===== config.mk =====
export PLATFORM = sky130hd
export DESIGN_NAME = vc_buffer_array_flat
export DESIGN_NICKNAME = d
export VERILOG_FILES = /design/src/rtl/vc_buffer_array_if.sv /design/src/rtl/vc_buffer_array.sv /design/src/flat_wrapper.sv
export SDC_FILE = /design/constraint.sdc
export NUM_CORES = 1
export LEC_CHECK = 0
export BUFFER_PORTS_ARGS = -buffer_cell sky130_fd_sc_hd__buf_2
export CORE_MARGIN = 8
export CORE_UTILIZATION = 60
export DETAILED_ROUTE_END_ITERATION = 10
export GPL_TIMING_DRIVEN = 0
export PLACE_DENSITY_LB_ADDON = 0.05
export SLEW_MARGIN = 20
export SYNTH_ARGS = -nofsm -noshare
export SYNTH_HDL_FRONTEND = slang
export SYNTH_SLANG_ARGS = --single-unit

===== constraint.sdc =====
create_clock -name clk -period 11.8 [get_ports clk]
set_input_delay 1.18 -clock clk [delete_from_list [all_inputs] [get_ports clk]]
set_output_delay 1.18 -clock clk [all_outputs]
set_load 0.02 [all_outputs]

===== src/rtl/vc_buffer_array_if.sv =====
// vc_buffer_array_if
// Flit bus of one router input port: the link-side write channel and the
// switch-side read channel of the virtual-channel buffer.
//
//   master : the surroundings (link receiver + switch); drives in_*, out_ready
//   slave  : the buffer itself; drives in_ready, out_*, vc_empty
//
// Signals
//   in_data/in_vc/in_valid/in_head/in_tail : incoming flit and its target VC
//   in_ready[NUM_VC]                      : per-VC not-full
//   out_data/out_vc/out_valid/out_head/out_tail : presented flit
//   out_ready                             : switch takes the presented flit
//   vc_empty[NUM_VC]                      : per-VC empty
interface vc_buffer_array_if #(
    parameter int DATA_W = 32,
    parameter int NUM_VC = 4
);
    localparam int VC_W = $clog2(NUM_VC);

    logic [DATA_W-1:0] in_data;
    logic [VC_W-1:0]   in_vc;
    logic              in_valid;
    logic              in_head;
    logic              in_tail;
    logic [NUM_VC-1:0] in_ready;

    logic [DATA_W-1:0] out_data;
    logic [VC_W-1:0]   out_vc;
    logic              out_valid;
    logic              out_head;
    logic              out_tail;
    logic              out_ready;

    logic [NUM_VC-1:0] vc_empty;

    modport master (
        output in_data, in_vc, in_valid, in_head, in_tail, out_ready,
        input  in_ready, out_data, out_vc, out_valid, out_head, out_tail, vc_empty
    );

    modport slave (
        input  in_data, in_vc, in_valid, in_head, in_tail, out_ready,
        output in_ready, out_data, out_vc, out_valid, out_head, out_tail, vc_empty
    );
endinterface


===== src/rtl/vc_buffer_array.sv =====
// vc_buffer_array
// Virtual-channel input buffer for one router input port. NUM_VC independent
// FIFOs of DEPTH flits (payload + head/tail flags); one flit per cycle is
// presented to the switch from the VC held in the sel register, which is
// moved by a round-robin arbiter.
//
// Optional feature (macro VC_PKT_LOCK_EN):
//   defined   - wormhole locking: the arbiter stays on a VC from head to tail
//   undefined - no lock register, flit-level round robin
//
// Ports
//   clk      : rising-edge clock
//   reset_n  : asynchronous active-low reset
//   bus      : vc_buffer_array_if.slave (write channel, read channel, status)
module vc_buffer_array #(
    parameter int DATA_W = 32,
    parameter int NUM_VC = 4,
    parameter int DEPTH  = 4
) (
    input  logic              clk,
    input  logic              reset_n,
    vc_buffer_array_if.slave  bus
);
    localparam int VC_W  = $clog2(NUM_VC);
    localparam int PTR_W = $clog2(DEPTH);
    localparam int CNT_W = PTR_W + 1;
    localparam int ENT_W = DATA_W + 2;

    logic [ENT_W-1:0]  mem_q    [NUM_VC][DEPTH];
    logic [PTR_W-1:0]  wr_ptr_q [NUM_VC];
    logic [PTR_W-1:0]  rd_ptr_q [NUM_VC];
    logic [CNT_W-1:0]  cnt_q    [NUM_VC];
    logic [CNT_W-1:0]  cnt_d    [NUM_VC];
    logic [VC_W-1:0]   sel_q, sel_d;

    logic [NUM_VC-1:0] full, empty, wr_vec, rd_vec;
    logic              in_range, wr_en, rd_en, upd, lock_d, found;
    logic [ENT_W-1:0]  head_ent;
    int                cand;

    always_comb begin
        for (int k = 0; k < NUM_VC; k++) begin
            full[k]  = (cnt_q[k] == CNT_W'(DEPTH));
            empty[k] = (cnt_q[k] == '0);
        end
    end

    // Ready comes from registered counts only: a full VC refuses a write even
    // if the same cycle drains it.
    assign bus.in_ready = ~full;
    assign bus.vc_empty = empty;

    assign in_range = (int'(bus.in_vc) < NUM_VC);
    assign wr_en    = bus.in_valid && in_range && !full[bus.in_vc];
    assign wr_vec   = wr_en ? (NUM_VC'(1) << bus.in_vc) : '0;

    assign head_ent      = mem_q[sel_q][rd_ptr_q[sel_q]];
    assign bus.out_valid = !empty[sel_q];
    assign bus.out_vc    = sel_q;
    assign bus.out_data  = bus.out_valid ? head_ent[DATA_W-1:0] : '0;
    assign bus.out_tail  = bus.out_valid ? head_ent[DATA_W]     : 1'b0;
    assign bus.out_head  = bus.out_valid ? head_ent[DATA_W+1]   : 1'b0;

    assign rd_en  = bus.out_valid && bus.out_ready;
    assign rd_vec = rd_en ? (NUM_VC'(1) << sel_q) : '0;
    assign upd    = rd_en || !bus.out_valid;

    always_comb begin
        for (int k = 0; k < NUM_VC; k++) begin
            cnt_d[k] = cnt_q[k] + CNT_W'(wr_vec[k]) - CNT_W'(rd_vec[k]);
        end
    end

`ifdef VC_PKT_LOCK_EN
    logic lock_q;

    always_comb begin
        lock_d = lock_q;
        if (rd_en) begin
            if (bus.out_tail) begin
                lock_d = 1'b0;
            end else if (bus.out_head) begin
                lock_d = 1'b1;
            end
        end
    end

    always_ff @(posedge clk or negedge reset_n) begin
        if (!reset_n) begin
            lock_q <= 1'b0;
        end else begin
            lock_q <= lock_d;
        end
    end
`else
    assign lock_d = 1'b0;
`endif

    // Arbiter looks at the next-cycle lock so that the head transfer itself
    // already pins sel, and the tail transfer already releases it. Candidates
    // are scanned from sel+1 with sel last, using post-update counts.
    always_comb begin
        sel_d = sel_q;
        found = 1'b0;
        cand  = 0;
        if (upd && !lock_d) begin
            for (int i = 1; i <= NUM_VC; i++) begin
                cand = (int'(sel_q) + i) % NUM_VC;
                if (!found && cnt_d[cand] != '0) begin
                    sel_d = VC_W'(cand);
                    found = 1'b1;
                end
            end
        end
    end

    always_ff @(posedge clk or negedge reset_n) begin
        if (!reset_n) begin
            for (int k = 0; k < NUM_VC; k++) begin
                wr_ptr_q[k] <= '0;
                rd_ptr_q[k] <= '0;
                cnt_q[k]    <= '0;
            end
            sel_q <= '0;
        end else begin
            for (int k = 0; k < NUM_VC; k++) begin
                if (wr_vec[k]) begin
                    wr_ptr_q[k] <= wr_ptr_q[k] + PTR_W'(1);
                end
                if (rd_vec[k]) begin
                    rd_ptr_q[k] <= rd_ptr_q[k] + PTR_W'(1);
                end
                cnt_q[k] <= cnt_d[k];
            end
            sel_q <= sel_d;
        end
    end

    // Storage needs no reset: counts gate every read.
    always_ff @(posedge clk) begin
        if (wr_en) begin
            mem_q[bus.in_vc][wr_ptr_q[bus.in_vc]] <= {bus.in_head, bus.in_tail, bus.in_data};
        end
    end
endmodule

===== src/flat_wrapper.sv =====
// flat-port wrapper written by rule: the top's interface ports become plain ports
module vc_buffer_array_flat 
#(
    parameter int DATA_W = 32,
    parameter int NUM_VC = 4,
    parameter int DEPTH  = 4
)
  (clk, reset_n, bus_in_data, bus_in_vc, bus_in_valid, bus_in_head, bus_in_tail, bus_out_ready, bus_in_ready, bus_out_data, bus_out_vc, bus_out_valid, bus_out_head, bus_out_tail, bus_vc_empty);
  vc_buffer_array_if #(.DATA_W(DATA_W), .NUM_VC(NUM_VC)) bus_i ();
  input  logic clk;
  input  logic reset_n;
  input wire logic [$bits(bus_i.in_data)-1:0] bus_in_data;
  input wire logic [$bits(bus_i.in_vc)-1:0] bus_in_vc;
  input wire logic [$bits(bus_i.in_valid)-1:0] bus_in_valid;
  input wire logic [$bits(bus_i.in_head)-1:0] bus_in_head;
  input wire logic [$bits(bus_i.in_tail)-1:0] bus_in_tail;
  input wire logic [$bits(bus_i.out_ready)-1:0] bus_out_ready;
  output wire logic [$bits(bus_i.in_ready)-1:0] bus_in_ready;
  output wire logic [$bits(bus_i.out_data)-1:0] bus_out_data;
  output wire logic [$bits(bus_i.out_vc)-1:0] bus_out_vc;
  output wire logic [$bits(bus_i.out_valid)-1:0] bus_out_valid;
  output wire logic [$bits(bus_i.out_head)-1:0] bus_out_head;
  output wire logic [$bits(bus_i.out_tail)-1:0] bus_out_tail;
  output wire logic [$bits(bus_i.vc_empty)-1:0] bus_vc_empty;
  assign bus_i.in_data = bus_in_data;
  assign bus_i.in_vc = bus_in_vc;
  assign bus_i.in_valid = bus_in_valid;
  assign bus_i.in_head = bus_in_head;
  assign bus_i.in_tail = bus_in_tail;
  assign bus_i.out_ready = bus_out_ready;
  assign bus_in_ready = bus_i.in_ready;
  assign bus_out_data = bus_i.out_data;
  assign bus_out_vc = bus_i.out_vc;
  assign bus_out_valid = bus_i.out_valid;
  assign bus_out_head = bus_i.out_head;
  assign bus_out_tail = bus_i.out_tail;
  assign bus_vc_empty = bus_i.vc_empty;
  vc_buffer_array #(.DATA_W(DATA_W), .NUM_VC(NUM_VC), .DEPTH(DEPTH)) u_core (.clk(clk), .reset_n(reset_n), .bus(bus_i));
endmodule

==> metrics.md, run 1 <==
| Metric | Value |
|---|---|
| Tot Pwr | `~7.6 mW` |
| H-tree levels | `2` |
| CP top delay family | `buffers and inverters` |
| Post-CTS resize count | `0` |
| Clock net sink count | `~570` |
| Count of pins over their slew limit | `0` |
| Critical path startpoint category | `flop` |
| Final setup skew | `approximately 0.013 ns` |
| Core ar. | `roughly 39000 um^2` |
| Syn Area/Cell | `16.3 um^2` |
| Synth cell types | `53` |
| Remaining Overflow, GRT | `0` |
| Final Hold Vio Count | `0` |
| Yosys warns | `0` |
| Maxcap violations | `0` |
| Slew headroom | `0.251` |
| CP required | `around 11 ns` |
| Crit path depth | `7` |
| P per Cell Area | `around 280 nW/um^2` |
| Count of input and output buffers | `84` |
| Final Setup Violations | `0` |
| Via count | `around 14000` |
| Routability cong. | `roughly 0.81` |
| Die area | `between 40000 and 50000 um^2` |
| Most used DFF post-synth | `edfxtp_1` |
| Status | `completed` |
| DRT Pass-1 Iters | `7` |
| R2R cell count | `13` |
| Buffers and inverters on the worst path | `3` |
| Final wirelength | `approximately 58000 um` |
| Post-route DRC | `0` |
| Routed WL per cell | `26.5 um` |
| Crit-path slowest cell | `mux2i_2` |
| Setup bufs post-CTS | `0` |
| Post-Syn Instances | `approximately 1400` |
| Actual slew at the worst max-slew pin | `1.12 ns` |
| RSZ-0062 raised after global routing | `false` |
| Initial Util | `0.610` |
| Post-synth EDFFs | `544` |
| Crit Path Max Fanout | `10` |
| Place WS | `~7.2 ns` |
| Leading cell types in the layout, fill and taps excluded | `544 x edfxtp_1, 171 x a211oi_1, 140 x mux2i_1` |
| Leakage | `~9.5 nW` |
| Setup tns final | `0 ns` |
| Post-route ant nets | `0` |
| Final period utilization | `0.427` |
| Seq cells post-synth | `roughly 570` |
| Antenna Diode Count | `0` |
| Worst skew pair latency | `around 0.62 ns` |
| TritonCTS Buffers | `57` |
| CP arrival | `3.86 ns` |
| Initial antenna violation count | `1` |
| Root Driver | `clkbuf_16` |
| Max incr delay on CP | `~0.7 ns` |
| Fin crit period | `roughly 5.0 ns` |
| Most common cell after layout, fill and taps aside | `edfxtp_1` |
| VDD IR max | `roughly 0.00017 V` |
| CTS hold repair buffers | `0` |
| Achievable frequency | `just under 0.2 GHz` |
| Bufs on Longest Clock Path | `3` |
| Post-Syn Area | `about 24000 um^2` |
| Final HPWL DP | `between 30000 and 40000 um` |
| Kind of end point of the critical path | `output pin` |
| Class of the worst hold path | `reg -> reg` |
| Vias in the first global route | `~14000` |
| Syn Nets | `roughly 1500` |
| Sequential share of the synthesized area | `0.723` |
| Initial DRC count | `1227` |
| Total global-route track usage | `0.251` |
| I/O pin total | `85` |
| Share of cells above drive strength 1 | `0.188` |
| WHS Path Cells | `1` |
| Global-route wire length before repair | `roughly 87000 um` |
| Row Count | `72` |
| Vias per cell | `between 6 and 7` |
| Largest net degree at the start of global routing | `31` |
| CTS tree | `yes` |
| Die Y | `214 um` |
| Asr flop ratio synth | `0.0523` |
| Worst path cell trace | `mux2i_2 > buf_2 > buf_1 > a211oi_1 > a211oi_1 > o311a_1 > buf_2` |
| WS Path Type | `reg -> out` |
| Nets | `about 1700` |
| Clock Pin Slew Worst Setup and Hold Paths | `around 0.060 ns` |
| Die Span X | `around 210 um` |
| Area delta synth->final | `15.1%` |
| Final worst slack | `6.76 ns` |
==> routing by layer <==
layer	vias to the layer above	part of all wire	wire length, um	global-route usage
met3	118	0.075	4350	0.0460
li1	6141	-	-	-
met4	2	0.031	1830	0.0848
met2	613	0.48	28000	0.412
met1	7076	0.41	24200	0.337
met5	-	0.00022	13	0
==> through the flow <==
step                instance area, um^2  utilization  instances  hold slack, ns
finish                            27200        0.702       2201           0.473
global route                      27200        0.702       2201           0.493
CTS                               27200        0.702       2201           0.475
detailed placement                25300        0.653       2096           0.462
global placement                  24700        0.638       2049           0.460
floorplan                         23600            -       1447           0.441
==> worst paths after layout <==
kind                                                  startpoint                                to  slack (ns)
worst max-delay path            u_core.bus.out_vc[1]$_DFFE_PN0P_                      bus_out_head        6.76
worst min-delay path              u_core.rd_ptr_q[1]$_DFFE_PN0P_    u_core.rd_ptr_q[1]$_DFFE_PN0P_        0.47
worst max register to register         u_core.cnt_q[7]$_DFF_PN0_  u_core.bus.out_vc[1]$_DFFE_PN0P_        7.81
worst min register to register    u_core.rd_ptr_q[1]$_DFFE_PN0P_    u_core.rd_ptr_q[1]$_DFFE_PN0P_        0.47
max in group asynchronous                                reset_n    u_core.wr_ptr_q[6]$_DFFE_PN0P_       10.73
min in group asynchronous                                reset_n         u_core.cnt_q[1]$_DFF_PN0_        0.60
==> final cells by class <==
cell class	instances	area, um^2
Buffer	100	444
Clock buffer	68	1470
Clock inverter	37	437
Fill cell	2584	11500
Inverter	26	97.6
Multi-Input combinational cell	747	6100
Sequential cell	574	17100
Tap cell	518	648
Timing Repair Buffer	131	906
==> cell families (layout without fill, tap and decap cells) <==
group,Yosys count,after routing,share of synthesized area
compound gates,290,290,0.0980
xor+xnor,16,16,0.00863
fa+ha+maj,16,16,0.00974
buf+inv,126,362,0.0229
flops,574,574,0.723
mux,180,180,0.0809
simple gates,245,245,0.0567
==> where the power goes <==
part	total [mW]	leakage, nW	switching, mW	internal [mW]
sequential	2.48	5.26	0.0742	2.40
clock	1.85	0.934	0.762	1.09
combinational	3.23	3.27	2.12	1.10
==> cells in the mapped netlist (11+ instances only) <==
master	count	area, um^2
edfxtp_1	544	16300
a211oi_1	171	1280
mux2i_1	140	1400
nor2b_1	102	638
clkbuf_1	63	236
nand2_1	45	169
nand3_1	37	185
o211ai_1	35	263
mux2_2	34	383
o311a_1	34	340
a211o_1	33	289
dfrtp_1	30	751
inv_1	26	97.6
nor2_1	21	78.8
buf_2	18	90.1
ha_1	12	150
buf_1	11	41.3
==> flip-flops by register name, indices dropped and copies added (netlist names) <==
register and count:
u_core.cnt_q 12, u_core.wr_ptr_q 8, u_core.bus.out_vc 2, u_core.rd_ptr_q 8
u_core.mem_q 544
(Power assumes the default switching activity.)
==> run 2, diff against run 1 <==
CORE_UTILIZATION = 56   (was 60)
clock period = 4 ns   (was 11.8 ns; I/O delays follow)
==> run 2 against run 1 <==
Sequential power rose to 2.9 times the previous value. Hold slack got worse by 0.31 ns. Largest power group unchanged. Flip-flop and latch count did not move. Critical path type unchanged. Critical endpoint is now bus_out_data[4]. Routed wire length rose by 1.9%.
==> metrics.md, run 2 (synthesis gave the netlist of run 1 again) <==
| Metric | Value |
|---|---|
| Share of cells above drive strength 1 | `0.193 (was 0.188)` |
| Crit Path Max Fanout | `10 (unchanged)` |
| Row Count | `75 (was 72)` |
| Largest net degree at the start of global routing | `31 (unchanged)` |
| Fin crit period | `just under 4 ns` |
| Area delta synth->final | `15.2% (was 15.1%)` |
| CP arrival | `3.49 ns (was 3.86 ns)` |
| Worst skew pair latency | `0.61 ns (was 0.62 ns)` |
| Fillers | `2935 (was 2584)` |
| Vias per cell | `6.21 (was 6.34)` |
| Clk pwr share | `0.228 (was 0.245)` |
| Final HPWL DP | `40200 um (was 39200 um)` |
| Max FFs per register | `544 (unchanged)` |
| Remaining Overflow, GRT | `0 (unchanged)` |
| Die Y | `221 um (was 214 um)` |
| Final worst slack | `0.105 ns (was 6.76 ns)` |
| Final Setup Violations | `0 (unchanged)` |
| Initial Util | `0.566 (was 0.610)` |
| Place WS | `0.00837 ns (was 7.15 ns)` |
| Achievable frequency | `between 0.2 and 0.3 GHz` |
| Global-route wire length before repair | `89100 um (was 87000 um)` |
| Clock Pin Slew Worst Setup and Hold Paths | `0.06 ns (about the same)` |
| P per Cell Area | `805 nW/um^2 (was 278 nW/um^2)` |
| Leakage | `9.48 nW (was 9.47 nW)` |
| H-tree levels | `2 (unchanged)` |
| Vias in the first global route | `14175 (was 14036)` |
| DRT Pass-1 Iters | `5 (was 7)` |
| Register Area | `17100 um^2 (about the same)` |
| I/O pin total | `85 (unchanged)` |
| Post-route DRC | `0 (unchanged)` |
| Initial antenna violation count | `1 (unchanged)` |
| Switching power | `8.70 mW (was 2.96 mW)` |
| Reg-to-reg slack, setup | `0.12 ns (was 7.81 ns)` |
| TritonCTS Buffers | `57 (unchanged)` |
| Setup tns final | `0 ns (unchanged)` |
| Clock net sink count | `574 (unchanged)` |
| Final Hold Vio Count | `0 (unchanged)` |
| Most common cell after layout, fill and taps aside | `edfxtp_1 (unchanged)` |
| Placed cells | `2115 (was 2096)` |
| Count of pins over their slew limit | `0 (unchanged)` |
| Logic pwr share | `0.439 (was 0.427)` |
| CTS tree | `yes (unchanged)` |
| Bufs on Longest Clock Path | `3 (unchanged)` |
| Sequential Power Share | `0.333 (was 0.328)` |
| Die Span X | `221 um (was 214 um)` |
| Final wirelength | `59400 um (was 58300 um)` |
| Final period utilization | `0.974` |
| Core ar. | `41800 um^2 (was 38700 um^2)` |
| RSZ-0062 raised after global routing | `true (was false)` |
| Die area | `49000 um^2 (was 46000 um^2)` |
| Status | `completed (unchanged)` |
| CP required | `3.60 ns (was 10.62 ns)` |
| Leading cell types in the layout, fill and taps excluded | `544 x edfxtp_1, 171 x a211oi_1, 139 x mux2i_1 (was 544 x edfxtp_1, 171 x a211oi_1, 140 x mux2i_1)` |
| Final Instance Area | `27200 um^2 (about the same)` |
| Power Internal | `13.2 mW (was 4.59 mW)` |
| Sw frac | `0.397 (was 0.392)` |
| Nets | `1693 (unchanged)` |
| Count of input and output buffers | `84 (unchanged)` |
| Tot Pwr | `21.9 mW (was 7.55 mW)` |
| WS Path Type | `reg -> out (unchanged)` |
| Kind of end point of the critical path | `output pin (unchanged)` |
| Routed WL per cell | `26.7 um (was 26.5 um)` |
| DP Area | `25400 um^2 (was 25300 um^2)` |
| Initial DRC count | `1187 (was 1227)` |
| Routability cong. | `0.799 (was 0.807)` |
| Class of the worst hold path | `in -> reg (was reg -> reg)` |
| Post-Layout Cell Count | `2226 (was 2201)` |
| Critical path startpoint category | `flop (unchanged)` |
| Total global-route track usage | `0.241 (was 0.251)` |
| Slew headroom | `0.286 (was 0.251)` |
| Via count | `13825 (was 13950)` |
| VDD IR max | `0.000651 V (was 0.000167 V)` |
| Area of the multi-input gates | `6130 um^2 (was 6100 um^2)` |
| Root Driver | `clkbuf_16 (unchanged)` |
| Actual slew at the worst max-slew pin | `1.07 ns (was 1.12 ns)` |
| Final setup skew | `0.00735 ns (was 0.0128 ns)` |
| Post-route ant nets | `0 (unchanged)` |
| Maxcap violations | `0 (unchanged)` |
-- run 2: worst max-delay path, stage by stage, from the launching register on --
cell      delay, ns
dfrtp_1        0.57
mux2i_4        0.49
buf_2          0.31
buf_2          0.38
mux2_2         0.38
o211ai_1       0.19
nand3_1        0.16
o311a_1        0.23
buf_2          0.18
-- run 2: layout make-up --
type,instances,area share
Antenna cell,1,0.0000920
Buffer,100,0.0172
Clock buffer,70,0.0558
Clock inverter,38,0.00795
Inverter,26,0.00359
Multi-Input combinational cell,747,0.225
Sequential cell,574,0.628
Tap cell,539,0.0248
Timing Repair Buffer,131,0.0372
-- run 2: repair_timing --
item                                    CTS  global route
hold buffers                              1             0
endpoints found under the hold margin    30             0
setup buffers                             1             0
gates resized for setup                   7            32
endpoints found under the setup margin   35            32
pin swaps                                 0             0
-- run 2: metal layers --
| metal | vias to the layer above | share of wire | GRT usage |
|---|---|---|---|
| li1 | 6148 | - | - |
| met1 | 7033 | 0.43 | 0.325 |
| met2 | 525 | 0.48 | 0.395 |
| met3 | 119 | 0.059 | 0.0329 |
| met4 | 0 | 0.031 | 0.0941 |
| met5 | - | 0 | 0 |
-- run 2: worst paths after layout --
kind                                                         end  cells after the start                           start
worst max-delay path                             bus_out_data[4]                      8  u_core.rd_ptr_q[2]$_DFFE_PN0P_
worst min-delay path               u_core.mem_q[1][52]$_DFFE_PP_                      1                 bus_in_data[18]
worst max register to register  u_core.bus.out_vc[1]$_DFFE_PN0P_                     13       u_core.cnt_q[1]$_DFF_PN0_
worst min register to register    u_core.rd_ptr_q[1]$_DFFE_PN0P_                      1  u_core.rd_ptr_q[1]$_DFFE_PN0P_
max in group asynchronous              u_core.cnt_q[1]$_DFF_PN0_                      2                         reset_n
min in group asynchronous             u_core.cnt_q[11]$_DFF_PN0_                      2                         reset_n
-- run 2: stage by stage --
| step | utilization | hold slack (ns) |
|---|---|---|
| final | 0.652 | 0.165 |
| after global routing | 0.652 | 0.162 |
| after CTS | 0.651 | 0.138 |
| after detailed placement | 0.609 | 0.466 |
| after global placement | 0.592 | 0.461 |
| after floorplan | - | 0.104 |
-- run 2: power groups by stage --
stage	Clock [mW]	Sequential, mW	Combinational (mW)
2_1_floorplan	0	7.39	6.07
3_3_place_gp	0	7.45	9.27
3_5_place_dp	0	7.42	9.54
4_1_cts	5.05	7.31	9.60
5_1_grt	5.28	7.35	10.3
6_report	4.99	7.31	9.62
==> run 3, diff against run 2 <==
BUFFER_PORTS_ARGS = default   (was -buffer_cell sky130_fd_sc_hd__buf_2)
CORE_UTILIZATION = 57   (was 56)
DONT_BUFFER_PORTS = 1   (was default)
==> run 3 against run 2 <==
Non-clock buffer count is 50 lower. Cell count is 2.7% lower. Power is 1.6% lower. Flip-flop and latch count stayed put. Count of clock-buffer cells in the layout is 10 higher. Routed wire length is 0.61% lower. Fmax is 0.10% lower. Largest power group unchanged. Final area is 0.56% lower. Combinational power is 4.8% lower. Clock skew is 0.0059 ns higher. Hold slack worse by 0.081 ns.
==> metrics.md, run 3 (synthesis gave the netlist of run 1 again) <==
| Metric | Value |
|---|---|
| Count of input and output buffers | `0 (was 84)` |
| CP required | `4.49 ns (was 3.60 ns)` |
| Place WS | `-0.00507 ns (was 0.00837 ns)` |
| Final wirelength | `59100 um (was 59400 um)` |
| Actual slew at the worst max-slew pin | `1.04 ns (was 1.07 ns)` |
| Max FFs per register | `544 (unchanged)` |
| Routability cong. | `0.786 (was 0.799)` |
| Bufs on Longest Clock Path | `3 (unchanged)` |
| Achievable frequency | `0.256 GHz (was 0.257 GHz)` |
| Crit Path Max Fanout | `7 (was 10)` |
| Worst skew pair latency | `0.61 ns (about the same)` |
| Initial DRC count | `1404 (was 1187)` |
| Hold_ws | `0.0843 ns (was 0.165 ns)` |
| Remaining Overflow, GRT | `0 (unchanged)` |
| Final Instance Area | `27100 um^2 (was 27200 um^2)` |
| Setup tns final | `0 ns (unchanged)` |
| Tot Pwr | `21.6 mW (was 21.9 mW)` |
| Final core utilization | `0.663 (was 0.652)` |
| Post-route ant nets | `0 (unchanged)` |
| Post-route DRC | `0 (unchanged)` |
| Most common cell after layout, fill and taps aside | `edfxtp_1 (unchanged)` |
| Class of the worst hold path | `in -> reg (unchanged)` |
| Initial antenna violation count | `0 (was 1)` |
| CP arrival | `4.39 ns (was 3.49 ns)` |
| VDD IR max | `0.000454 V (was 0.000651 V)` |
| Final worst slack | `0.101 ns (was 0.105 ns)` |
| Area delta synth->final | `14.5% (was 15.2%)` |
| Routed WL per cell | `27.3 um (was 26.7 um)` |
| Die Y | `220 um (was 221 um)` |
| Fin crit period | `3.90 ns (was 3.89 ns)` |
| Antenna Diode Count | `0 (was 1)` |
| Root Driver | `clkbuf_16 (unchanged)` |
| Initial Util | `0.579 (was 0.566)` |
| Die Span X | `220 um (was 221 um)` |
| GRT busiest layer | `met2 (unchanged)` |
| Buffers and inverters on the worst path | `2 (was 3)` |
| M2 GR Usage | `0.395 (about the same)` |
| Row Count | `74 (was 75)` |
| CP top delay family | `simple AND/OR/NAND/NOR gates (was multiplexers)` |
| H-tree levels | `2 (unchanged)` |
| Met3 usage | `0.0399 (was 0.0329)` |
| Final period utilization | `0.975 (was 0.974)` |
| TritonCTS Buffers | `57 (unchanged)` |
| Kind of end point of the critical path | `flop (was output pin)` |
| Final setup skew | `0.0133 ns (was 0.00735 ns)` |
| Vias per cell | `6.19 (was 6.21)` |
| Leakage | `9.24 nW (was 9.48 nW)` |
| Die area | `48200 um^2 (was 49000 um^2)` |
| Vias in the first global route | `13437 (was 14175)` |
| Share of cells above drive strength 1 | `0.146 (was 0.193)` |
| Crit-path slowest cell | `mux4_2 (was dfrtp_1)` |
| Worst path cell trace | `or3_1 > mux4_2 > and3_4 > ha_1 > inv_1 > ha_1 > inv_1 > fa_1 > xor3_1 > nor3_1 > mux4_2 > o21a_1 > o32ai_2 (was mux2i_4 > buf_2 > buf_2 > mux2_2 > o211ai_1 > nand3_1 > o311a_1 > buf_2)` |
| Final Setup Violations | `0 (unchanged)` |
| CTS tree | `yes (unchanged)` |
| Clock net sink count | `574 (unchanged)` |
| Final HPWL DP | `39300 um (was 40200 um)` |
| Slew headroom | `0.308 (was 0.286)` |
| Count of pins over their slew limit | `0 (unchanged)` |
| Leading cell types in the layout, fill and taps excluded | `544 x edfxtp_1, 171 x a211oi_1, 139 x mux2i_1 (unchanged)` |
| Critical path startpoint category | `flop (unchanged)` |
| Placed cells | `2019 (was 2115)` |
| Core ar. | `40800 um^2 (was 41800 um^2)` |
| Via count | `13418 (was 13825)` |
| WS Path Type | `reg -> reg (was reg -> out)` |
| Global-route wire length before repair | `87200 um (was 89100 um)` |
| Nets | `1643 (was 1693)` |
| Status | `completed (unchanged)` |
| DP Area | `24800 um^2 (was 25400 um^2)` |
| Max incr delay on CP | `0.56 ns (was 0.57 ns)` |
| Grt met1 use | `0.344 (was 0.325)` |
| I/O pin total | `85 (unchanged)` |
| Total global-route track usage | `0.246 (was 0.241)` |
| P per Cell Area | `797 nW/um^2 (was 805 nW/um^2)` |
| Largest net degree at the start of global routing | `31 (unchanged)` |
| Maxcap violations | `0 (unchanged)` |
| Post-Layout Cell Count | `2167 (was 2226)` |
| DRT Pass-1 Iters | `5 (unchanged)` |
| Clock Pin Slew Worst Setup and Hold Paths | `0.06 ns (about the same)` |
| Final Hold Vio Count | `0 (unchanged)` |
[run 3: area by class of cell]
class / instances / area [um^2]
Sequential cell: 574 / 17100
Fill cell: 2817 / 13800
Multi-Input combinational cell: 747 / 6150
Clock buffer: 80 / 1560
Timing Repair Buffer: 81 / 835
Tap cell: 532 / 666
Buffer: 100 / 464
Clock inverter: 27 / 198
Inverter: 26 / 97.6
[run 3: timing repair]
action                     CTS  global route
cloned                       0             0
pin swaps                    0             3
gates resized for setup     19            10
setup buffers                0             5
setup endpoints to repair   35             3
hold buffers                36             0
hold endpoints to repair   574             0
[run 3: path summary, 6_finish.rpt]
path                                                start                               end  slack [ns]  cells after the start
setup / recovery                u_core.cnt_q[7]$_DFF_PN0_  u_core.bus.out_vc[1]$_DFFE_PN0P_        0.10                     13
hold / removal                              bus_out_ready    u_core.rd_ptr_q[4]$_DFFE_PN0P_        0.08                      2
setup reg to reg                u_core.cnt_q[7]$_DFF_PN0_  u_core.bus.out_vc[1]$_DFFE_PN0P_        0.10                     13
hold reg to reg            u_core.rd_ptr_q[3]$_DFFE_PN0P_    u_core.rd_ptr_q[3]$_DFFE_PN0P_        0.48                      1
max in group asynchronous                         reset_n  u_core.bus.out_vc[0]$_DFFE_PN0P_        3.55                      2
min in group asynchronous                         reset_n    u_core.wr_ptr_q[6]$_DFFE_PN0P_        0.27                      2
[run 3: power by group]
group	total [mW]	leakage, nW	internal, mW	switching (mW)
Sequential	7.33	5.26	7.09	0.240
Combinational	9.16	3.12	3.00	6.16
Clock	5.08	0.858	2.89	2.19
[run 3: worst register-to-register path: cells and delay by family, from the launching register on]
kind,cells,cell delay [ns]
compound gates,2,0.23
xor+xnor,1,0.23
fa+ha+maj,3,0.76
buf+inv,2,0.10
flops,1,0.45
mux,2,0.96
simple gates,3,1.02
[run 3: layer usage]
metal / vias up / wire (um)
li1: 6030 / -
met2: 483 / 28100
met1: 6802 / 25700
met5: - / 0
met4: 0 / 1500
met3: 103 / 3810
